$ cat src/rtl/uart_tx_arbiter_pkg.sv
`default_nettype none
// ============================================================================
// Module      : uart_tx_arbiter_pkg
// Description : Shared state encodings, header marker and id-width helper.
// Revision    : 1.0
// ============================================================================
package uart_tx_arbiter_pkg;

    typedef enum logic [1:0] {
        ST_IDLE   = 2'd0,
        ST_HEADER = 2'd1,
        ST_STREAM = 2'd2
    } state_t;

    localparam logic [7:0] c_HDR_MARK = 8'hA0;

    function automatic int id_width(input int n);
        return (n <= 2) ? 1 : $clog2(n);
    endfunction

endpackage
`default_nettype wire

$ cat src/rtl/uart_tx_arbiter_if.sv
`default_nettype none
// ============================================================================
// Module      : uart_tx_arbiter_if
// Description : Requester byte streams plus TX FIFO write port.
// Revision    : 1.0
// ============================================================================
interface uart_tx_arbiter_if #(
    parameter int N_REQ = 4
);
    logic [N_REQ-1:0]   req;
    logic [8*N_REQ-1:0] req_data;
    logic [N_REQ-1:0]   req_last;
    logic [N_REQ-1:0]   ack;
    logic               fifo_write_flag;
    logic [7:0]         fifo_data_in;
    logic               fifo_full_flag;

    // slave: the arbiter; master: requesters and FIFO seen as one driver
    modport slave (
        input  req, req_data, req_last, fifo_full_flag,
        output ack, fifo_write_flag, fifo_data_in
    );

    modport master (
        output req, req_data, req_last, fifo_full_flag,
        input  ack, fifo_write_flag, fifo_data_in
    );
endinterface
`default_nettype wire

$ cat src/rtl/uart_tx_arbiter_rr_priority_picker.sv
`default_nettype none
// ============================================================================
// Module      : rr_priority_picker
// Description : Combinational round-robin pick, search starts at i_ptr+1.
// Revision    : 1.0
// ============================================================================
module rr_priority_picker
    import uart_tx_arbiter_pkg::*;
#(
    parameter int N_REQ = 4,
    parameter int ID_W  = id_width(N_REQ)
) (
    input  wire logic [N_REQ-1:0] i_req,
    input  wire logic [ID_W-1:0]  i_ptr,
    output logic      [N_REQ-1:0] o_winner,
    output logic      [ID_W-1:0]  o_idx,
    output logic                  o_any
);

    logic [ID_W-1:0] w_cand;

    always_comb begin
        o_winner = '0;
        o_idx    = '0;
        o_any    = 1'b0;
        w_cand   = '0;
        for (int k = 1; k <= N_REQ; k++) begin
            w_cand = ID_W'((int'(i_ptr) + k) % N_REQ);
            if (!o_any && i_req[w_cand]) begin
                o_any            = 1'b1;
                o_winner[w_cand] = 1'b1;
                o_idx            = w_cand;
            end
        end
    end

endmodule
`default_nettype wire

$ cat src/rtl/uart_tx_arbiter.sv
`default_nettype none
// ============================================================================
// Module      : uart_tx_arbiter
// Description : Packet-granular round-robin arbiter onto one TX FIFO write
//               port. Define UART_ARB_HEADER_EN to prefix each packet with
//               an id header byte.
// Revision    : 1.0
// ============================================================================
module uart_tx_arbiter
    import uart_tx_arbiter_pkg::*;
#(
    parameter int N_REQ   = 4,
    parameter int TIMEOUT = 1024
) (
    input  wire logic             clock,
    input  wire logic             reset,
    uart_tx_arbiter_if.slave      bus,
    output logic      [N_REQ-1:0] grant,
    output logic                  busy,
    output logic                  abort
);

    localparam int ID_W  = id_width(N_REQ);
    localparam int TMO_W = $clog2(TIMEOUT);

`ifdef UART_ARB_HEADER_EN
    localparam state_t c_FIRST_STATE = ST_HEADER;
`else
    localparam state_t c_FIRST_STATE = ST_STREAM;
`endif

    state_t             state_q, state_d;
    logic [N_REQ-1:0]   grant_q, grant_d;
    logic [ID_W-1:0]    owner_q, owner_d;
    logic [ID_W-1:0]    ptr_q,   ptr_d;
    logic [TMO_W-1:0]   tmo_q,   tmo_d;
    logic               abort_q, abort_d;
    logic [7:0]         data_q;

    logic [N_REQ-1:0]   w_win;
    logic [ID_W-1:0]    w_win_idx;
    logic               w_win_any;
    logic               w_own_req;
    logic               w_own_last;
    logic [7:0]         w_own_byte;

    rr_priority_picker #(
        .N_REQ (N_REQ),
        .ID_W  (ID_W)
    ) u_picker (
        .i_req    (bus.req),
        .i_ptr    (ptr_q),
        .o_winner (w_win),
        .o_idx    (w_win_idx),
        .o_any    (w_win_any)
    );

    assign w_own_req  = bus.req[owner_q];
    assign w_own_last = bus.req_last[owner_q];
    assign w_own_byte = bus.req_data[{owner_q, 3'b000} +: 8];

    always_comb begin
        state_d             = state_q;
        grant_d             = grant_q;
        owner_d             = owner_q;
        ptr_d               = ptr_q;
        tmo_d               = tmo_q;
        abort_d             = 1'b0;
        bus.ack             = '0;
        bus.fifo_write_flag = 1'b0;
        bus.fifo_data_in    = data_q;

        case (state_q)
            ST_IDLE: begin
                // Selection cycle only: no byte moves until the grant is registered
                if (w_win_any) begin
                    grant_d = w_win;
                    owner_d = w_win_idx;
                    tmo_d   = '0;
                    state_d = c_FIRST_STATE;
                end
            end
`ifdef UART_ARB_HEADER_EN
            ST_HEADER: begin
                if (!bus.fifo_full_flag) begin
                    bus.fifo_write_flag = 1'b1;
                    bus.fifo_data_in    = c_HDR_MARK | 8'(owner_q);
                    tmo_d               = '0;
                    state_d             = ST_STREAM;
                end
            end
`endif
            ST_STREAM: begin
                if (w_own_req) begin
                    bus.fifo_data_in = w_own_byte;
                    if (!bus.fifo_full_flag) begin
                        bus.fifo_write_flag = 1'b1;
                        bus.ack[owner_q]    = 1'b1;
                        tmo_d               = '0;
                        if (w_own_last) begin
                            state_d = ST_IDLE;
                            grant_d = '0;
                            ptr_d   = owner_q;
                        end
                    end
                end else if (tmo_q == TMO_W'(TIMEOUT - 1)) begin
                    // Owner went silent mid-packet: revoke, leave partial packet in FIFO
                    abort_d = 1'b1;
                    state_d = ST_IDLE;
                    grant_d = '0;
                    ptr_d   = owner_q;
                    tmo_d   = '0;
                end else begin
                    tmo_d = tmo_q + TMO_W'(1);
                end
            end
            default: state_d = ST_IDLE;
        endcase
    end

    always_ff @(posedge clock or posedge reset) begin
        if (reset) begin
            state_q <= ST_IDLE;
            grant_q <= '0;
            owner_q <= '0;
            ptr_q   <= ID_W'(N_REQ - 1);
            tmo_q   <= '0;
            abort_q <= 1'b0;
            data_q  <= '0;
        end else begin
            state_q <= state_d;
            grant_q <= grant_d;
            owner_q <= owner_d;
            ptr_q   <= ptr_d;
            tmo_q   <= tmo_d;
            abort_q <= abort_d;
            data_q  <= bus.fifo_data_in;
        end
    end

    assign grant = grant_q;
    assign busy  = (state_q != ST_IDLE);
    assign abort = abort_q;

endmodule
`default_nettype wire
$ cat src/flat_wrapper.sv
// flat-port wrapper written by rule: the top's interface ports become plain ports
module uart_tx_arbiter_flat import uart_tx_arbiter_pkg::*;
#(
    parameter int N_REQ   = 4,
    parameter int TIMEOUT = 1024
)
  (clock, reset, grant, busy, abort, bus_req, bus_req_data, bus_req_last, bus_fifo_full_flag, bus_ack, bus_fifo_write_flag, bus_fifo_data_in);
  uart_tx_arbiter_if #(.N_REQ(N_REQ)) bus_i ();
  input  wire logic clock;
  input  wire logic reset;
  output logic      [N_REQ-1:0] grant;
  output logic busy;
  output logic abort;
  input wire logic [$bits(bus_i.req)-1:0] bus_req;
  input wire logic [$bits(bus_i.req_data)-1:0] bus_req_data;
  input wire logic [$bits(bus_i.req_last)-1:0] bus_req_last;
  input wire logic [$bits(bus_i.fifo_full_flag)-1:0] bus_fifo_full_flag;
  output wire logic [$bits(bus_i.ack)-1:0] bus_ack;
  output wire logic [$bits(bus_i.fifo_write_flag)-1:0] bus_fifo_write_flag;
  output wire logic [$bits(bus_i.fifo_data_in)-1:0] bus_fifo_data_in;
  assign bus_i.req = bus_req;
  assign bus_i.req_data = bus_req_data;
  assign bus_i.req_last = bus_req_last;
  assign bus_i.fifo_full_flag = bus_fifo_full_flag;
  assign bus_ack = bus_i.ack;
  assign bus_fifo_write_flag = bus_i.fifo_write_flag;
  assign bus_fifo_data_in = bus_i.fifo_data_in;
  uart_tx_arbiter #(.N_REQ(N_REQ), .TIMEOUT(TIMEOUT)) u_core (.clock(clock), .reset(reset), .bus(bus_i), .grant(grant), .busy(busy), .abort(abort));
endmodule
$ cat config.mk
export PLATFORM = sky130hd
export DESIGN_NAME = uart_tx_arbiter_flat
export DESIGN_NICKNAME = d
export VERILOG_FILES = /design/src/rtl/uart_tx_arbiter_pkg.sv /design/src/rtl/uart_tx_arbiter_if.sv /design/src/rtl/uart_tx_arbiter_rr_priority_picker.sv /design/src/rtl/uart_tx_arbiter.sv /design/src/flat_wrapper.sv
export SDC_FILE = /design/constraint.sdc
export NUM_CORES = 1
export LEC_CHECK = 0
export ABC_AREA = 1
export BUFFER_PORTS_ARGS = -buffer_cell sky130_fd_sc_hd__buf_2
export CAP_MARGIN = 0
export CORE_UTILIZATION = 42
export CTS_CLUSTER_DIAMETER = 120
export CTS_CLUSTER_SIZE = 10
export DETAILED_ROUTE_END_ITERATION = 12
export PLACE_DENSITY = 0.76
export SETUP_SLACK_MARGIN = 0.2
export SYNTH_ARGS = -nofsm -noshare
export SYNTH_HDL_FRONTEND = slang
export SYNTH_HIERARCHICAL = 1
export SYNTH_SLANG_ARGS = --single-unit
$ cat constraint.sdc
create_clock -name clock -period 5.5 [get_ports clock]
set_input_delay 0.55 -clock clock [delete_from_list [all_inputs] [get_ports clock]]
set_output_delay 0.55 -clock clock [all_outputs]
set_load 0.02 [all_outputs]
; ---- Yosys cells after proc, flatten, opt, wreduce, memory -nomap -nowiden
; Cells that the tools add are included.
; W data, S select, Z words.
[totals]
reg_bits = 29
mem_bits_ro = 0
inputBits = 43
latch_bits = 0
ramBits = 0
elab_cells = 120
mem_count = 0
[op_classes]
muxes = 66
reduce_logical = 20
n_lt_le_gt_ge = 10
bitwise = 3
eq_ne = 8
shift = 1
div_mod_pow = 0
n_mul = 0
n_addsub = 5
[op_table]
columns = op, count
row1 = $mux W4, 12
row2 = $mux W10, 4
row3 = $shiftx A32 B6 Y8, 1
row4 = $mux W2, 13
row5 = $mux W1, 21
row6 = $pmux W10 S2, 1
row7 = $mux W8, 2
row8 = $lt A2 B3 Y1 const B, 5
row9 = $bmux W1 S2, 6
row10 = $or A4 B4 Y4, 3
row11 = $add A10 B1 Y10 const B, 1
row12 = $demux W1 S2, 5
row13 = $eq A10 B10 Y1 const B, 1
row14 = $ge A2 B1 Y1 const B, 5
row15 = $logic_and A1 B1 Y1, 8
row16 = $pmux W4 S2, 1
row17 = $reduce_and A4 Y1, 2
row18 = $ne A2 B2 Y1 const B, 3
row19 = $ne A3 B3 Y1 const B, 2
row20 = $reduce_bool A2 Y1, 3
row21 = $reduce_and A5 Y1, 1
row22 = $add A2 B1 Y2 const B, 2
row23 = $add A2 B2 Y2 const B, 2
row24 = $pmux W2 S2, 1
row25 = other kinds (6), 8

; ---- Logic depth before layout (Yosys ltp)
; Gate-level depths: netlist of the first run.
[depth]
ltp_word = 15
ltp_mapped = 14

; ---- Cells and area by module
; The synthesis of the first run kept the hierarchy.
[by_module_without_submodules]
columns = mod, seq_area_each_um2, cells_per_inst, n_inst, area_each_um2
row1 = uart_tx_arbiter, 703.2, 237, 1, 1686.6
row2 = rr_priority_picker, 0.0, 81, 1, 535.5

; ---- Least setup slack after synthesis of the first run
; OpenSTA, ideal clock, no wires.
[synth_timing]
path_kind = reg-to-reg
from = register u_core.ptr_q[0]
to = register u_core.tmo_q[5]
setup_ns = 0.065
synth_period_minus_slack_ns = 2.385
slack_ns = 3.115
n_path_buf = 2
path_stages_with_launch = 15
arrival_time_ns = 2.320
path_cell_list = dfstp_2 buf_6 inv_8 ha_1 inv_2 nand3_4 nand2_4 nor2_4 buf_6 nand4_1 nand2_1 nand3_4 clkinv_2 nand2_1 nand2_1
[synth_between]
elab_chain_len = 15
[synth_lines]
columns = item, line_no
row1 = from (decl), uart_tx_arbiter.sv:35  ; logic [ID_W-1:0] ptr_q, ptr_d;
row2 = from (signal assigned), uart_tx_arbiter.sv:126  ; ptr_q <= ID_W'(N_REQ - 1);
row3 = from (signal assigned), uart_tx_arbiter.sv:134  ; ptr_q <= ptr_d;
row4 = $add A2 B1 Y2, uart_tx_arbiter_rr_priority_picker.sv:28  ; w_cand = ID_W'((int'(i_ptr) + k) % N_REQ);
row5 = $bmux W1 S2, uart_tx_arbiter_rr_priority_picker.sv:29  ; if (!o_any && i_req[w_cand]) begin
row6 = $mux W1 (implied by the code), uart_tx_arbiter_rr_priority_picker.sv:29
row7 = $mux W1, uart_tx_arbiter_rr_priority_picker.sv:29
row8 = $logic_not A1 Y1, uart_tx_arbiter_rr_priority_picker.sv:29
row9 = $logic_and A1 B1 Y1, uart_tx_arbiter_rr_priority_picker.sv:29
row10 = $mux W1, uart_tx_arbiter_rr_priority_picker.sv:29
row11 = $logic_not A1 Y1, uart_tx_arbiter_rr_priority_picker.sv:29
row12 = $logic_and A1 B1 Y1, uart_tx_arbiter_rr_priority_picker.sv:29
row13 = $mux W1, uart_tx_arbiter_rr_priority_picker.sv:29
row14 = $logic_not A1 Y1, uart_tx_arbiter_rr_priority_picker.sv:29
row15 = $logic_and A1 B1 Y1, uart_tx_arbiter_rr_priority_picker.sv:29
row16 = $mux W1 *, uart_tx_arbiter_rr_priority_picker.sv:29
row17 = net u_core.w_win_any, uart_tx_arbiter.sv:42  ; logic w_win_any;
row18 = $ne A2 B2 Y1 (no source line) *, n/a
row19 = $reduce_and A3 Y1 (no source line) *, n/a
row20 = to (signal assigned), uart_tx_arbiter.sv:135  ; tmo_q <= tmo_d;
row21 = to (decl), uart_tx_arbiter.sv:36  ; logic [TMO_W-1:0] tmo_q, tmo_d;
; Mark *: on every way through the listed nets, which the timed path passes. The rest lies on a longest branch. The select of a mux whose other input is x is not followed.
; A chain may end at the register's enable or synchronous reset.

; ---- Final worst setup path of the first run
[layout_timing]
from = register u_core.owner_q[0]
to = output port bus_fifo_data_in[3]
[layout_between]
elab_chain_len = 4
[layout_lines]
columns = item, line_no
row1 = from (decl), uart_tx_arbiter.sv:34  ; logic [ID_W-1:0] owner_q, owner_d;
row2 = from (signal assigned), uart_tx_arbiter.sv:133  ; owner_q <= owner_d;
row3 = "parallel branches: the longest is 2 deep, another holds $shiftx A32 B6 Y8", n/a
row4 = $mux W8 *, uart_tx_arbiter.sv:94  ; if (w_own_req) begin
row5 = $mux W8 *, uart_tx_arbiter.sv:73  ; case (state_q)
row6 = to (decl), flat_wrapper.sv:20  ; output wire logic [$bits(bus_i.fifo_data_in)-1:0] bus_fifo_data_in;
; Mark *: on every way between the ends. The select of a mux whose other input is x is not followed.

==> results of run 1 <==
kinds of logic (layout without fill, tap and decap cells):
| logic type | Yosys count | count (layout) | synth area share (%) |
|---|---|---|---|
| adders and majority gates | 9 | 9 | 5.07 |
| DFF | 28 | 28 | 31.6 |
| and+or+nand+nor | 204 | 204 | 44.6 |
| AOI/OAI and AO/OA | 38 | 38 | 9.18 |
| buffers and inverters | 35 | 91 | 7.94 |
| xor gates and xnor gates | 4 | 4 | 1.58 |
layout make-up:
| class | instances | share of cell area [%] |
|---|---|---|
| Inverter | 26 | 4.07 |
| Clock inverter | 1 | 1.15 |
| Timing Repair Buffer | 61 | 11.7 |
| Clock buffer | 3 | 1.58 |
| Sequential cell | 28 | 26.9 |
| Multi-Input combinational cell | 255 | 51.3 |
| Tap cell | 70 | 3.35 |
per-layer routing:
layer	global-route usage, %	share of wire (%)	up-vias
met2	33.0	46	57
met1	30.2	49	1027
met5	0	0	-
li1	-	-	1158
met4	4.40	0.67	0
met3	1.47	3.8	4
synth_stat cells (2+ instances only):
library cell,n
a21oi_1,16
dfstp_2,2
nor3_1,4
a21boi_0,4
o21ai_0,3
o21ai_1,13
ha_1,9
clkbuf_1,2
nor2_1,17
nand2_4,4
nand4_1,9
inv_2,6
dfrtp_1,26
nand3_1,53
nand2_2,5
xor2_1,4
nand3_4,3
nor2_2,2
buf_6,4
inv_1,18
nor2_4,3
nand2_1,102
buf_2,2
worst max-delay path, delay by kind of cell (launching register included):
family | cells | cell delay (ns)
and+or+nand+nor | 5 | 0.90
buffers and inverters | 3 | 0.59
AOI/OAI and AO/OA | 1 | 0.11
DFF | 1 | 0.73
state kept, by name (all words and copies together), names as in the netlist:
name,count
u_core/tmo_q,10
u_core/data_q,8
u_core/grant,4
u_core/owner_q,2
u_core/ptr_q,2
u_core/abort,1
u_core/state_q,1
worst min-delay path by stage:
stage	endpoint	slack, ns	cells past startpoint
final	u_core/data_q[0]$_DFF_PP0_	0.50	2
after global routing	u_core/data_q[5]$_DFF_PP0_	0.53	2
after CTS	u_core/data_q[7]$_DFF_PP0_	0.51	2
after detailed placement	u_core/data_q[7]$_DFF_PP0_	0.49	2
after global placement	u_core/data_q[6]$_DFF_PP0_	0.48	2
after floorplan	u_core/tmo_q[1]$_DFFE_PP0P_	0.47	2
per-stage QoR:
step	cells	worst slack, ns	cell area (um2)	utilization (%)
after floorplan	318	3.11	2220	-
after global placement	440	2.74	2540	49.8
after detailed placement	440	2.66	2540	49.8
after CTS	444	2.33	2620	51.2
after global routing	444	2.03	2620	51.2
final	444	2.33	2620	51.2
report_power, final:
part / internal (mW) / switching (mW)
combinational: 0.308 / 0.648
sequential: 0.278 / 0.0891
clock: 0.0975 / 0.0663
total: 0.683 / 0.804
==> report_table.html, run 1 <==
<table>
<tr><th>Metric</th><th>Value</th></tr>
<tr><th colspan="2">CTS</th></tr>
<tr><td>Number of buffers added for setup after CTS</td><td>0</td></tr>
<tr><td>Number of gates resized after cts</td><td>0</td></tr>
<tr><td>TritonCTS Sinks</td><td>28</td></tr>
<tr><td>H-tree levels</td><td>1</td></tr>
<tr><td>Clock tree from TritonCTS</td><td>done</td></tr>
<tr><td>Clock-pin slew of the registers on the worst-case setup and hold paths</td><td>0.10 ns</td></tr>
<tr><td>Number of buffers on the longest clock path</td><td>2</td></tr>
<tr><td>CTS root buf</td><td>clkbuf_8</td></tr>
<tr><td>CTS buffer count</td><td>3</td></tr>
<tr><td>Cts-stage hold buffer count</td><td>0</td></tr>
<tr><td>Worst skew pair latency</td><td>0.28 ns</td></tr>
<tr><th colspan="2">Finish</th></tr>
<tr><td>Register area</td><td>703 um2</td></tr>
<tr><td>Most frequent cells in the layout</td><td>102 x nand2_1, 61 x buf_2, 53 x nand3_1</td></tr>
<tr><td>Area overhead of the layout relative to synthesis</td><td>17.7%</td></tr>
<tr><td>Number of fill cells</td><td>536</td></tr>
<tr><td>Count of nets after finishing</td><td>427</td></tr>
<tr><td>Area of the multi-input gates</td><td>1340 um2</td></tr>
<tr><td>Most common cell after layout, fill and taps aside</td><td>nand2_1</td></tr>
<tr><td>Fraction of final layout cells with drive strength greater than 1</td><td>24.9%</td></tr>
<tr><td>Ant. Diodes</td><td>0</td></tr>
<tr><th colspan="2">Logic synthesis</th></tr>
<tr><td>Synth cell types</td><td>30</td></tr>
<tr><td>Fraction of post-synthesis cell area in the top cell type by area</td><td>29.3%</td></tr>
<tr><td>Number of synthesized flops with an enable pin</td><td>0</td></tr>
<tr><td>Net count of the mapped netlist</td><td>370</td></tr>
<tr><td>Mean area per synthesized cell</td><td>6.99 um2</td></tr>
<tr><td>Synth top area cells</td><td>dfrtp_1 29%, nand2_1 17%, nand3_1 12%</td></tr>
<tr><td>Ys flop type</td><td>dfrtp_1</td></tr>
<tr><td>Yosys warning total</td><td>6</td></tr>
<tr><td>Flops &amp; latches, synth</td><td>28</td></tr>
<tr><td>Dominant cell type by area after synthesis</td><td>dfrtp_1</td></tr>
<tr><td>Fraction of the yosys area taken by sequential cells</td><td>31.6%</td></tr>
<tr><td>Fraction of registers with async set/reset</td><td>100%</td></tr>
<tr><td>Cell area after synthesis</td><td>2220 um2</td></tr>
<tr><td>Number of instances in the synthesized netlist</td><td>318</td></tr>
<tr><th colspan="2">Setup path</th></tr>
<tr><td>Worst reg2reg path endpoint</td><td>u_core/tmo_q[7]$_DFFE_PP0P_</td></tr>
<tr><td>Worst setup path endpoint</td><td>bus_fifo_data_in[3]</td></tr>
<tr><td>Crit path cell chain</td><td>inv_2 &gt; nand3_1 &gt; nand2_1 &gt; nor2_2 &gt; nor2_1 &gt; inv_2 &gt; nand2_1 &gt; o21ai_1 &gt; buf_2</td></tr>
<tr><td>Critical register-to-register path startpoint</td><td>u_core/ptr_q[0]$_DFFE_PP1P_</td></tr>
<tr><td>Launching element of the worst setup path</td><td>u_core/owner_q[0]$_DFFE_PP0P_</td></tr>
<tr><td>Delay of the slowest cell on the worst path</td><td>0.73 ns</td></tr>
<tr><td>Reg2reg path depth</td><td>12</td></tr>
<tr><td>Worst endpoint required time</td><td>4.95 ns</td></tr>
<tr><td>Startpoint type of the worst setup path</td><td>register</td></tr>
<tr><td>Worst endpoint data arrival time</td><td>2.62 ns</td></tr>
<tr><td>CP max FO</td><td>20</td></tr>
<tr><td>Register-to-register path setup slack</td><td>2.71 ns</td></tr>
<tr><td>Critical-path cell with the highest stage delay</td><td>dfrtp_1</td></tr>
<tr><td>Kind of critical path</td><td>register to output pin</td></tr>
<tr><td>Crit path capture type</td><td>output pin</td></tr>
<tr><th colspan="2">Job</th></tr>
<tr><td>Number of max-capacitance violations reported</td><td>0</td></tr>
<tr><th colspan="2">Die</th></tr>
<tr><td>Core Region</td><td>5110 um2</td></tr>
<tr><td>Std-Cell Rows</td><td>26</td></tr>
<tr><td>Die span in y</td><td>74.7 um</td></tr>
<tr><td>Die X</td><td>74.7 um</td></tr>
<tr><td>Area of the die</td><td>5590 um2</td></tr>
<tr><td>Starting utilization of the core area</td><td>43.5%</td></tr>
<tr><td>Io pins</td><td>62</td></tr>
<tr><th colspan="2">Timing</th></tr>
<tr><td>TNS Setup</td><td>0 ns</td></tr>
<tr><td>Slew margin rel.</td><td>30.7%</td></tr>
<tr><td>Worst-case hold slack</td><td>0.503 ns</td></tr>
<tr><td>Number of endpoints failing setup at the final stage</td><td>0</td></tr>
<tr><td>Least-Margin Pin Slew</td><td>1.04 ns</td></tr>
<tr><td>Final clock skew</td><td>0.00724 ns</td></tr>
<tr><td>Hold Fails Final Rpt</td><td>0</td></tr>
<tr><td>Maximum clock frequency</td><td>0.315 GHz</td></tr>
<tr><td>Tmin final</td><td>3.17 ns</td></tr>
<tr><td>Setup repair after global routing missed its margin</td><td>false</td></tr>
<tr><td>Final clock period utilization by the worst path</td><td>57.7%</td></tr>
<tr><td>Final Slew Violations</td><td>0</td></tr>
<tr><th colspan="2">Worst hold path</th></tr>
<tr><td>Hold WC Path Type</td><td>input pin to async pin</td></tr>
<tr><th colspan="2">Power and ir drop</th></tr>
<tr><td>LEAKAGE</td><td>1.38 nW</td></tr>
<tr><td>Pwr Density</td><td>568 nW/um2</td></tr>
<tr><td>Worst voltage drop across the vdd grid</td><td>0.216 mV</td></tr>
<tr><td>Overall Power</td><td>1.49 mW</td></tr>
<tr><th colspan="2">Global routing</th></tr>
<tr><td>Antenna violations before repair</td><td>0</td></tr>
<tr><td>Largest net degree at the start of global routing</td><td>29</td></tr>
<tr><td>GRT Total Usage</td><td>20.5%</td></tr>
<tr><td>Via count of the first global-routing pass</td><td>2038</td></tr>
<tr><td>Wire length of the first global-routing pass</td><td>9050 um</td></tr>
<tr><td>Residual overflow from global routing</td><td>0</td></tr>
<tr><th colspan="2">Detailed routing</th></tr>
<tr><td>Number of DRC violations after detailed routing</td><td>0</td></tr>
<tr><td>Average via count per standard cell</td><td>5.06</td></tr>
<tr><td>Vias</td><td>2246</td></tr>
<tr><td>Post-route antenna net violation count</td><td>0</td></tr>
<tr><td>Iteration-0 DRC count of the detailed router</td><td>166</td></tr>
<tr><td>Drt wl/cell</td><td>12.1 um</td></tr>
<tr><td>Wire length reported by the detailed router</td><td>5390 um</td></tr>
<tr><td>DRT Pass-1 Iters</td><td>4</td></tr>
<tr><th colspan="2">Placed design</th></tr>
<tr><td>HPWL after detailed placement</td><td>4180 um</td></tr>
<tr><td>Count of input and output buffers</td><td>61</td></tr>
<tr><td>Final RePlAce weighted congestion</td><td>0.837</td></tr>
<tr><th colspan="2">Status</th></tr>
<tr><td>Outcome</td><td>completed</td></tr>
</table>
Note: power is estimated with default switching activity, not from simulation.
==> run 2, diff against run 1 <==
Settings changed: ABC_AREA 1 to 0, PLACE_DENSITY 0.76 to 0.79.
Clock period 5.5 ns to 2.7 ns, I/O delays scaled along.
==> run 2 against run 1 <==
Wire length increased by 0.28%. Design area down 0.53%. Sequential share of layout area rose by 0.14 points.
==> report_table.html, run 2 <==
<table>
<tr><th>Metric</th><th>Value</th></tr>
<tr><th colspan="2">Finish</th></tr>
<tr><td>Most frequent cells in the layout</td><td>61 x buf_2, 28 x nand2_1, 26 x dfrtp_1</td></tr>
<tr><td>Area overhead of the layout relative to synthesis</td><td>20.5%</td></tr>
<tr><td>Area of the multi-input gates</td><td>1360 um2 (+1.4%)</td></tr>
<tr><td>Fraction of final layout cells with drive strength greater than 1</td><td>37.3% (+12 points)</td></tr>
<tr><td>Number of fill cells</td><td>430 (-20%)</td></tr>
<tr><td>Ant. Diodes</td><td>0 (unchanged)</td></tr>
<tr><td>Count of nets after finishing</td><td>332 (-22%)</td></tr>
<tr><td>Final Cell Area</td><td>2600 um2 (-0.53%)</td></tr>
<tr><td>Flip-flop count of the largest register after layout</td><td>10 (unchanged)</td></tr>
<tr><td>Non-filler instance count after layout</td><td>346 (-22%)</td></tr>
<tr><td>Register with the most flip-flops</td><td>u_core/tmo_q</td></tr>
<tr><td>Register area</td><td>703 um2 (unchanged)</td></tr>
<tr><td>Most common cell after layout, fill and taps aside</td><td>buf_2</td></tr>
<tr><th colspan="2">Timing</th></tr>
<tr><td>TNS Setup</td><td>0 ns (unchanged)</td></tr>
<tr><td>Final clock period utilization by the worst path</td><td>88.7%</td></tr>
<tr><td>Final worst slack</td><td>0.306 ns (-2.02 ns)</td></tr>
<tr><td>Least-Margin Pin Slew</td><td>0.555 ns (-0.483 ns)</td></tr>
<tr><td>Tmin final</td><td>2.39 ns</td></tr>
<tr><td>Maximum clock frequency</td><td>0.418 GHz</td></tr>
<tr><td>Slew margin rel.</td><td>61.9% (+31 points)</td></tr>
<tr><td>Final clock skew</td><td>0.00419 ns (-0.00305 ns)</td></tr>
<tr><td>Final Slew Violations</td><td>0 (unchanged)</td></tr>
<tr><td>Hold Fails Final Rpt</td><td>0 (unchanged)</td></tr>
<tr><td>Number of endpoints failing setup at the final stage</td><td>0 (unchanged)</td></tr>
<tr><td>Setup repair after global routing missed its margin</td><td>false</td></tr>
<tr><th colspan="2">Placed design</th></tr>
<tr><td>Final RePlAce weighted congestion</td><td>0.862 (+3.0%)</td></tr>
<tr><td>Placed Instance Area</td><td>2510 um2 (-1.4%)</td></tr>
<tr><td>Count of input and output buffers</td><td>61 (unchanged)</td></tr>
<tr><td>Worst slack at placement</td><td>0.229 ns (-2.43 ns)</td></tr>
<tr><td>HPWL after detailed placement</td><td>3990 um (-4.6%)</td></tr>
<tr><td>Cell Count Post-Placement</td><td>341 (-23%)</td></tr>
<tr><th colspan="2">Setup path</th></tr>
<tr><td>Critical-path cell with the highest stage delay</td><td>mux4_1</td></tr>
<tr><td>Startpoint type of the worst setup path</td><td>register</td></tr>
<tr><td>Worst endpoint data arrival time</td><td>2.54 ns (-0.08 ns)</td></tr>
<tr><td>Worst reg2reg path endpoint</td><td>u_core/grant[3]$_DFFE_PP0P_</td></tr>
<tr><td>Critical register-to-register path startpoint</td><td>u_core/ptr_q[0]$_DFFE_PP1P_</td></tr>
<tr><td>Crit path cell chain</td><td>buf_4 &gt; mux4_1 &gt; nand4_1 &gt; o31ai_1 &gt; a2111o_1 &gt; nand2_1 &gt; o21ai_0</td></tr>
<tr><td>Launching element of the worst setup path</td><td>u_core/ptr_q[0]$_DFFE_PP1P_</td></tr>
<tr><td>Worst setup path endpoint</td><td>u_core/grant[3]$_DFFE_PP0P_</td></tr>
<tr><td>CP max FO</td><td>21 (+5.0%)</td></tr>
<tr><td>Delay of the slowest cell on the worst path</td><td>0.75 ns (+0.02 ns)</td></tr>
<tr><td>Kind of critical path</td><td>register to register</td></tr>
<tr><td>Reg2reg path depth</td><td>7 (-5)</td></tr>
<tr><td>Crit path capture type</td><td>register</td></tr>
<tr><td>Register-to-register path setup slack</td><td>0.31 ns (-2.40 ns)</td></tr>
<tr><td>Worst endpoint required time</td><td>2.85 ns (-2.10 ns)</td></tr>
<tr><th colspan="2">Power and ir drop</th></tr>
<tr><td>Pwr Density</td><td>999 nW/um2 (+76%)</td></tr>
<tr><td>Overall Power</td><td>2.60 mW (+75%)</td></tr>
<tr><td>Worst voltage drop across the vdd grid</td><td>0.348 mV (+61%)</td></tr>
<tr><td>LEAKAGE</td><td>1.16 nW (-16%)</td></tr>
<tr><th colspan="2">Global routing</th></tr>
<tr><td>Largest net degree at the start of global routing</td><td>29 (unchanged)</td></tr>
<tr><td>Antenna violations before repair</td><td>0 (unchanged)</td></tr>
<tr><td>GRT Total Usage</td><td>19.9% (-0.64 points)</td></tr>
<tr><td>Wire length of the first global-routing pass</td><td>8440 um (-6.7%)</td></tr>
<tr><td>Via count of the first global-routing pass</td><td>1841 (-9.7%)</td></tr>
<tr><td>Residual overflow from global routing</td><td>0 (unchanged)</td></tr>
<tr><th colspan="2">CTS</th></tr>
<tr><td>TritonCTS Sinks</td><td>28 (unchanged)</td></tr>
<tr><td>Clock tree from TritonCTS</td><td>done</td></tr>
<tr><td>CTS root buf</td><td>clkbuf_8</td></tr>
<tr><td>Worst skew pair latency</td><td>0.27 ns (about the same)</td></tr>
<tr><td>Clock-pin slew of the registers on the worst-case setup and hold paths</td><td>0.09 ns (about the same)</td></tr>
<tr><td>Number of buffers added for setup after CTS</td><td>0 (unchanged)</td></tr>
<tr><td>Number of buffers on the longest clock path</td><td>2 (unchanged)</td></tr>
<tr><td>CTS buffer count</td><td>3 (unchanged)</td></tr>
<tr><td>H-tree levels</td><td>1 (unchanged)</td></tr>
<tr><th colspan="2">Detailed routing</th></tr>
<tr><td>Post-route antenna net violation count</td><td>0 (unchanged)</td></tr>
<tr><td>Drt wl/cell</td><td>15.6 um (+29%)</td></tr>
<tr><td>Average via count per standard cell</td><td>5.94 (+17%)</td></tr>
<tr><td>Iteration-0 DRC count of the detailed router</td><td>187 (+13%)</td></tr>
<tr><td>Routed metal-1 wirelength</td><td>2250 um (-16%)</td></tr>
<tr><td>Number of DRC violations after detailed routing</td><td>0 (unchanged)</td></tr>
<tr><td>DRT Pass-1 Iters</td><td>4 (unchanged)</td></tr>
<tr><td>Top layer in use</td><td>met4</td></tr>
<tr><td>Vias</td><td>2054 (-8.5%)</td></tr>
<tr><td>Metal2 WL</td><td>2760 um (+11%)</td></tr>
<tr><td>Met3 wire length</td><td>325 um (+57%)</td></tr>
<tr><td>Wire length reported by the detailed router</td><td>5410 um (+0.28%)</td></tr>
<tr><th colspan="2">Logic synthesis</th></tr>
<tr><td>Ys flop type</td><td>dfrtp_1</td></tr>
<tr><td>Number of instances in the synthesized netlist</td><td>222 (-30%)</td></tr>
<tr><td>Mean area per synthesized cell</td><td>9.73 um2 (+39%)</td></tr>
<tr><td>Net count of the mapped netlist</td><td>274 (-26%)</td></tr>
<tr><td>Yosys warning total</td><td>6 (unchanged)</td></tr>
<tr><td>Commonest cells post-synth</td><td>29 x nand2_1, 26 x dfrtp_1, 14 x o21ai_0</td></tr>
<tr><td>Fraction of registers with async set/reset</td><td>100% (unchanged)</td></tr>
<tr><td>Synth cell types</td><td>46 (+53%)</td></tr>
<tr><td>Most frequent cell after synthesis</td><td>nand2_1</td></tr>
<tr><td>Flops &amp; latches, synth</td><td>28 (unchanged)</td></tr>
<tr><td>Cell area after synthesis</td><td>2160 um2 (-2.8%)</td></tr>
<tr><td>Synth top area cells</td><td>dfrtp_1 30%, mux4_2 13%, mux2_2 5.7%</td></tr>
<tr><td>Fraction of the yosys area taken by sequential cells</td><td>32.6% (+0.92 points)</td></tr>
<tr><td>Number of synthesized flops with an enable pin</td><td>0 (unchanged)</td></tr>
<tr><td>Fraction of post-synthesis cell area in the top cell type by area</td><td>30.1% (+0.85 points)</td></tr>
<tr><td>Dominant cell type by area after synthesis</td><td>dfrtp_1</td></tr>
<tr><th colspan="2">Die</th></tr>
<tr><td>Area of the die</td><td>5430 um2 (-2.7%)</td></tr>
<tr><td>Starting utilization of the core area</td><td>44.5% (+1.0 points)</td></tr>
<tr><td>Die span in y</td><td>73.7 um (-1.4%)</td></tr>
<tr><td>Die X</td><td>73.7 um (-1.4%)</td></tr>
<tr><td>Core Region</td><td>4850 um2 (-5.1%)</td></tr>
<tr><td>Io pins</td><td>62 (unchanged)</td></tr>
<tr><td>Std-Cell Rows</td><td>25 (-3.8%)</td></tr>
<tr><th colspan="2">Worst hold path</th></tr>
<tr><td>Hold WC Path Type</td><td>input pin to async pin</td></tr>
<tr><th colspan="2">Status</th></tr>
<tr><td>Outcome</td><td>completed</td></tr>
<tr><th colspan="2">Job</th></tr>
<tr><td>Number of max-capacitance violations reported</td><td>0 (unchanged)</td></tr>
</table>
run 2: cell count changes after synthesis, moves of 6 or more:
cell and delta:
nand2_1 -73, o21ai_1 -13, nand3_1 -45, a21oi_1 -11, clkbuf_1 +6, inv_2 -6, o21ai_0 +11, nor2_1 -7
mux4_2 +12, a31oi_1 +8, mux2_2 +11
run 2: stage by stage:
step | utilization [%] | hold slack [ns]
floorplan | - | 0.334
global placement | 51.8 | 0.350
detailed placement | 51.8 | 0.359
CTS | 53.0 | 0.0535
global route | 53.7 | 0.0798
finish | 53.7 | 0.0499
run 2: what timing repair did:
| item | 4_1_cts | 5_1_grt |
|---|---|---|
| gates cloned | 0 | 1 |
| hold buffers | 0 | 0 |
| gates resized for setup | 1 | 2 |
| setup endpoints to repair | 8 | 4 |
| pin swaps | 0 | 0 |
run 2: how the worst min path moves through the flow:
| stage | depth (start not counted) | from | to | slack (ns) |
|---|---|---|---|---|
| global route | 3 | reset | u_core/owner_q[1]$_DFFE_PP0P_ | 0.08 |
| global placement | 3 | reset | u_core/tmo_q[6]$_DFFE_PP0P_ | 0.35 |
| floorplan | 1 | reset | u_core/abort$_DFF_PP0_ | 0.33 |
| finish | 3 | reset | u_core/tmo_q[6]$_DFFE_PP0P_ | 0.05 |
| CTS | 3 | reset | u_core/tmo_q[4]$_DFFE_PP0P_ | 0.05 |
| detailed placement | 3 | reset | u_core/state_q[1]$_DFFE_PP0P_ | 0.36 |
run 2: power by group:
group	internal [mW]	switching, mW
Combinational	0.702	1.00
Clock	0.131	0.125
Sequential	0.569	0.0718
Total	1.40	1.20
run 2: per-layer routing:
metal  vias to the layer above  global-route usage [%]
li1                        959                       -
met1                      1000                    26.0
met3                        12                    3.57
met5                         -                       0
met2                        83                    34.8
met4                         0                    3.21
run 2: worst max-delay path, delay by kind of cell, from the launching register on:
kind	cells	cell delay, ns
DFF	1	0.54
buffers and inverters	1	0.25
and+or+nand+nor	2	0.22
AOI/OAI and AO/OA	3	0.51
muxes	1	0.75
run 2: layout make-up:
cell class	count	area share (%)
flip-flops and latches	28	27.0
repair buffers	67	13.5
inverters	13	1.87
multi-input cells	167	52.3
well taps	67	3.22
clock buffers	4	2.12
run 2: cell families (layout without fill, tap and decap cells):
logic type                 count (synthesis)  count (layout)  share of synthesized area [%]
DFF                                       28              28                           32.6
buffers and inverters                     28              84                           6.14
xor gates and xnor gates                   1               1                          0.406
AOI/OAI and AO/OA                         49              49                           16.7
and+or+nand+nor                           80              80                           18.9
muxes                                     27              28                           20.1
adders and majority gates                  9               9                           5.21
==> run 3, diff against run 2 <==
--- a/config.mk
+++ b/config.mk
@@ -13,4 +13,5 @@
 export CTS_CLUSTER_SIZE = 10
 export DETAILED_ROUTE_END_ITERATION = 12
+export MAX_ROUTING_LAYER = met4
 export PLACE_DENSITY = 0.79
 export SETUP_SLACK_MARGIN = 0.2
==> constraint.sdc (replaced) <==
create_clock -name clock -period 2.7 [get_ports clock]
set_input_delay 0.54 -clock clock [delete_from_list [all_inputs] [get_ports clock]]
set_output_delay 0.54 -clock clock [all_outputs]
set_load 0.02 [all_outputs]
==> run 3 against run 2 <==
Clock skew fell by 0.0014 ns. Setup slack worse by 0.13 ns. Global-route usage rose by 0.92 points. First-iteration DRC count decreased by 32%. Core utilization grew 2.1 points. Sequential power is 2% higher. Power rose by 6.4%. Cell count rose by 3.8%.
==> report_table.html, run 3 (synthesis gave the netlist of run 2 again) <==
<table>
<tr><th>Metric</th><th>Value</th></tr>
<tr><th colspan="2">Die</th></tr>
<tr><td>Std-Cell Rows</td><td>25 (unchanged)</td></tr>
<tr><td>Area of the die</td><td>5430 um2 (unchanged)</td></tr>
<tr><td>Core Region</td><td>4850 um2 (unchanged)</td></tr>
<tr><td>Die span in y</td><td>73.7 um (unchanged)</td></tr>
<tr><td>Io pins</td><td>62 (unchanged)</td></tr>
<tr><td>Starting utilization of the core area</td><td>44.5% (unchanged)</td></tr>
<tr><td>Die X</td><td>73.7 um (unchanged)</td></tr>
<tr><th colspan="2">Setup path</th></tr>
<tr><td>Worst reg2reg path endpoint</td><td>u_core/grant[0]$_DFFE_PP0P_</td></tr>
<tr><td>Critical register-to-register path startpoint</td><td>u_core/ptr_q[0]$_DFFE_PP1P_</td></tr>
<tr><td>Worst endpoint required time</td><td>2.16 ns (-0.69 ns)</td></tr>
<tr><td>Reg2reg path depth</td><td>7 (unchanged)</td></tr>
<tr><td>Kind of critical path</td><td>register to output pin</td></tr>
<tr><td>CP max FO</td><td>12 (-43%)</td></tr>
<tr><td>Crit path capture type</td><td>output pin</td></tr>
<tr><td>Worst endpoint data arrival time</td><td>1.99 ns (-0.55 ns)</td></tr>
<tr><td>Register-to-register path setup slack</td><td>0.42 ns (+0.11 ns)</td></tr>
<tr><td>Startpoint type of the worst setup path</td><td>register</td></tr>
<tr><td>Launching element of the worst setup path</td><td>u_core/owner_q[0]$_DFFE_PP0P_</td></tr>
<tr><td>Worst setup path endpoint</td><td>bus_fifo_data_in[6]</td></tr>
<tr><th colspan="2">Placed design</th></tr>
<tr><td>Final RePlAce weighted congestion</td><td>0.877 (+1.7%)</td></tr>
<tr><td>Count of input and output buffers</td><td>61 (unchanged)</td></tr>
<tr><td>Worst slack at placement</td><td>0.165 ns (-0.0632 ns)</td></tr>
<tr><td>HPWL after detailed placement</td><td>4110 um (+2.9%)</td></tr>
<tr><td>Cell Count Post-Placement</td><td>351 (+2.9%)</td></tr>
<tr><th colspan="2">Detailed routing</th></tr>
<tr><td>Drt wl/cell</td><td>15.7 um (+0.32%)</td></tr>
<tr><td>Average via count per standard cell</td><td>5.77 (-2.9%)</td></tr>
<tr><td>Vias</td><td>2070 (+0.78%)</td></tr>
<tr><td>Wire length reported by the detailed router</td><td>5630 um (+4.1%)</td></tr>
<tr><td>Number of DRC violations after detailed routing</td><td>0 (unchanged)</td></tr>
<tr><td>Post-route antenna net violation count</td><td>0 (unchanged)</td></tr>
<tr><td>DRT Pass-1 Iters</td><td>5 (+1)</td></tr>
<tr><td>Iteration-0 DRC count of the detailed router</td><td>127 (-32%)</td></tr>
<tr><th colspan="2">Timing</th></tr>
<tr><td>Setup repair after global routing missed its margin</td><td>true</td></tr>
<tr><td>Hold Fails Final Rpt</td><td>0 (unchanged)</td></tr>
<tr><td>Least-Margin Pin Slew</td><td>0.726 ns (+0.171 ns)</td></tr>
<tr><td>Slew margin rel.</td><td>51.6% (-10 points)</td></tr>
<tr><td>Maximum clock frequency</td><td>0.396 GHz (-5.3%)</td></tr>
<tr><td>Final worst slack</td><td>0.172 ns (-0.133 ns)</td></tr>
<tr><td>Final clock skew</td><td>0.00282 ns (-0.00137 ns)</td></tr>
<tr><td>Number of endpoints failing setup at the final stage</td><td>0 (unchanged)</td></tr>
<tr><td>Tmin final</td><td>2.53 ns (+0.133 ns)</td></tr>
<tr><td>Final clock period utilization by the worst path</td><td>93.6% (+4.9 points)</td></tr>
<tr><td>TNS Setup</td><td>0 ns (unchanged)</td></tr>
<tr><td>Final Slew Violations</td><td>0 (unchanged)</td></tr>
<tr><th colspan="2">Power and ir drop</th></tr>
<tr><td>Comb power frac</td><td>67.2% (+1.7 points)</td></tr>
<tr><td>Sequential power share</td><td>23.5% (-1.2 points)</td></tr>
<tr><td>Worst voltage drop across the vdd grid</td><td>0.526 mV (+51%)</td></tr>
<tr><td>Sw frac</td><td>44.7% (-1.4 points)</td></tr>
<tr><td>Sw Pwr</td><td>1.24 mW (+3.3%)</td></tr>
<tr><td>LEAKAGE</td><td>1.23 nW (+5.8%)</td></tr>
<tr><td>Design internal power</td><td>1.53 mW (+9.1%)</td></tr>
<tr><td>Clk pwr share</td><td>9.3% (-0.5 points)</td></tr>
<tr><td>Pwr Density</td><td>1020 nW/um2 (+2.4%)</td></tr>
<tr><th colspan="2">Global routing</th></tr>
<tr><td>Antenna violations before repair</td><td>0 (unchanged)</td></tr>
<tr><td>GRT Total Usage</td><td>20.8% (+0.92 points)</td></tr>
<tr><td>Residual overflow from global routing</td><td>0 (unchanged)</td></tr>
<tr><td>Via count of the first global-routing pass</td><td>1884 (+2.3%)</td></tr>
<tr><td>Wire length of the first global-routing pass</td><td>8560 um (+1.4%)</td></tr>
<tr><td>Largest net degree at the start of global routing</td><td>20 (-31%)</td></tr>
<tr><th colspan="2">Finish</th></tr>
<tr><td>Ant. Diodes</td><td>0 (unchanged)</td></tr>
<tr><td>Non-filler instance count after layout</td><td>359 (+3.8%)</td></tr>
<tr><td>Most common cell after layout, fill and taps aside</td><td>buf_2</td></tr>
<tr><td>Fraction of final layout cells with drive strength greater than 1</td><td>40.1% (+2.8 points)</td></tr>
<tr><td>Most frequent cells in the layout</td><td>61 x buf_2, 28 x nand2_1, 26 x dfrtp_1</td></tr>
<tr><td>Area overhead of the layout relative to synthesis</td><td>25.2%</td></tr>
<tr><td>Count of nets after finishing</td><td>345 (+3.9%)</td></tr>
<tr><td>Register with the most flip-flops</td><td>u_core/tmo_q</td></tr>
<tr><td>Core occupancy in the finished layout</td><td>55.8% (+2.1 points)</td></tr>
<tr><td>Flip-flop count of the largest register after layout</td><td>10 (unchanged)</td></tr>
<tr><th colspan="2">CTS</th></tr>
<tr><td>CTS root buf</td><td>clkbuf_8</td></tr>
<tr><td>Clock tree from TritonCTS</td><td>done</td></tr>
<tr><td>Clock-pin slew of the registers on the worst-case setup and hold paths</td><td>0.09 ns (about the same)</td></tr>
<tr><td>H-tree levels</td><td>1 (unchanged)</td></tr>
<tr><td>Number of buffers on the longest clock path</td><td>2 (unchanged)</td></tr>
<tr><td>TritonCTS Sinks</td><td>28 (unchanged)</td></tr>
<tr><td>Worst skew pair latency</td><td>0.27 ns (about the same)</td></tr>
<tr><td>CTS buffer count</td><td>3 (unchanged)</td></tr>
<tr><th colspan="2">Status</th></tr>
<tr><td>Outcome</td><td>completed</td></tr>
<tr><th colspan="2">Job</th></tr>
<tr><td>Number of max-capacitance violations reported</td><td>0 (unchanged)</td></tr>
<tr><th colspan="2">Worst hold path</th></tr>
<tr><td>Hold WC Path Type</td><td>input pin to async pin</td></tr>
</table>
## run 3: cell count changes in the layout (fill, tap and decap cells not counted)
cell,before,now
buf_12,0,2
ha_1,8,9
ha_2,1,0
mux4_1,1,0
buf_4,6,18
## run 3: layout make-up
| class | instances | area (um2) |
|---|---|---|
| fill | 416 | 2140 |
| inverter | 13 | 48.8 |
| tap | 67 | 83.8 |
| clock buffer | 4 | 55.1 |
| timing repair buffer | 81 | 480 |
| multi-input combinational | 166 | 1330 |
| sequential | 28 | 703 |
## run 3: power by group through the flow
stage / logic [mW] / clock network (mW) / registers [mW]
after floorplan: 1.24 / 0 / 0.685
after CTS: 1.76 / 0.260 / 0.667
after detailed placement: 1.73 / 0 / 0.675
after global routing: 2.02 / 0.281 / 0.664
final: 1.86 / 0.256 / 0.651
after global placement: 1.69 / 0 / 0.670
## run 3: how the worst min path moves through the flow
stage,from,cells past startpoint,end,slack (ns)
3_3_place_gp,u_core/data_q[0]$_DFF_PP0_,1,u_core/data_q[0]$_DFF_PP0_,0.48
3_5_place_dp,u_core/data_q[5]$_DFF_PP0_,1,u_core/data_q[5]$_DFF_PP0_,0.48
4_1_cts,reset,2,u_core/data_q[7]$_DFF_PP0_,0.39
5_1_grt,reset,2,u_core/tmo_q[6]$_DFFE_PP0P_,0.40
2_1_floorplan,u_core/tmo_q[2]$_DFFE_PP0P_,1,u_core/tmo_q[2]$_DFFE_PP0P_,0.48
6_report,reset,2,u_core/tmo_q[6]$_DFFE_PP0P_,0.37
## run 3: per-stage QoR
stage / area, um2 / hold slack [ns] / total power [mW]
global route: 2700 / 0.400 / 2.96
CTS: 2670 / 0.391 / 2.69
floorplan: 2160 / 0.477 / 1.93
finish: 2700 / 0.374 / 2.77
global placement: 2600 / 0.479 / 2.36
detailed placement: 2600 / 0.484 / 2.41
## run 3: what timing repair did
action	4_1_cts	5_1_grt
setup buffers	2	2
endpoints found under the setup margin	8	13
gates resized for setup	1	1
hold buffers	0	0
cloned	0	0
pin swaps	1	0
hold endpoints to repair	0	0
## run 3: worst max-delay path: stages, from the launching register on
cell and delay [ns]:
dfrtp_1 0.39, mux4_2 0.56, nand2_2 0.10, buf_12 0.14, mux2_2 0.35, buf_2 0.16
## run 3: per-layer routing
layer / share of wire [%] / vias up / global-route usage, %
met2: 50 / 81 / 35.0
met4: 1.4 / 0 / 4.70
met1: 43 / 1002 / 25.8
met5: 0 / - / -
met3: 5.7 / 10 / 3.98
li1: - / 977 / -
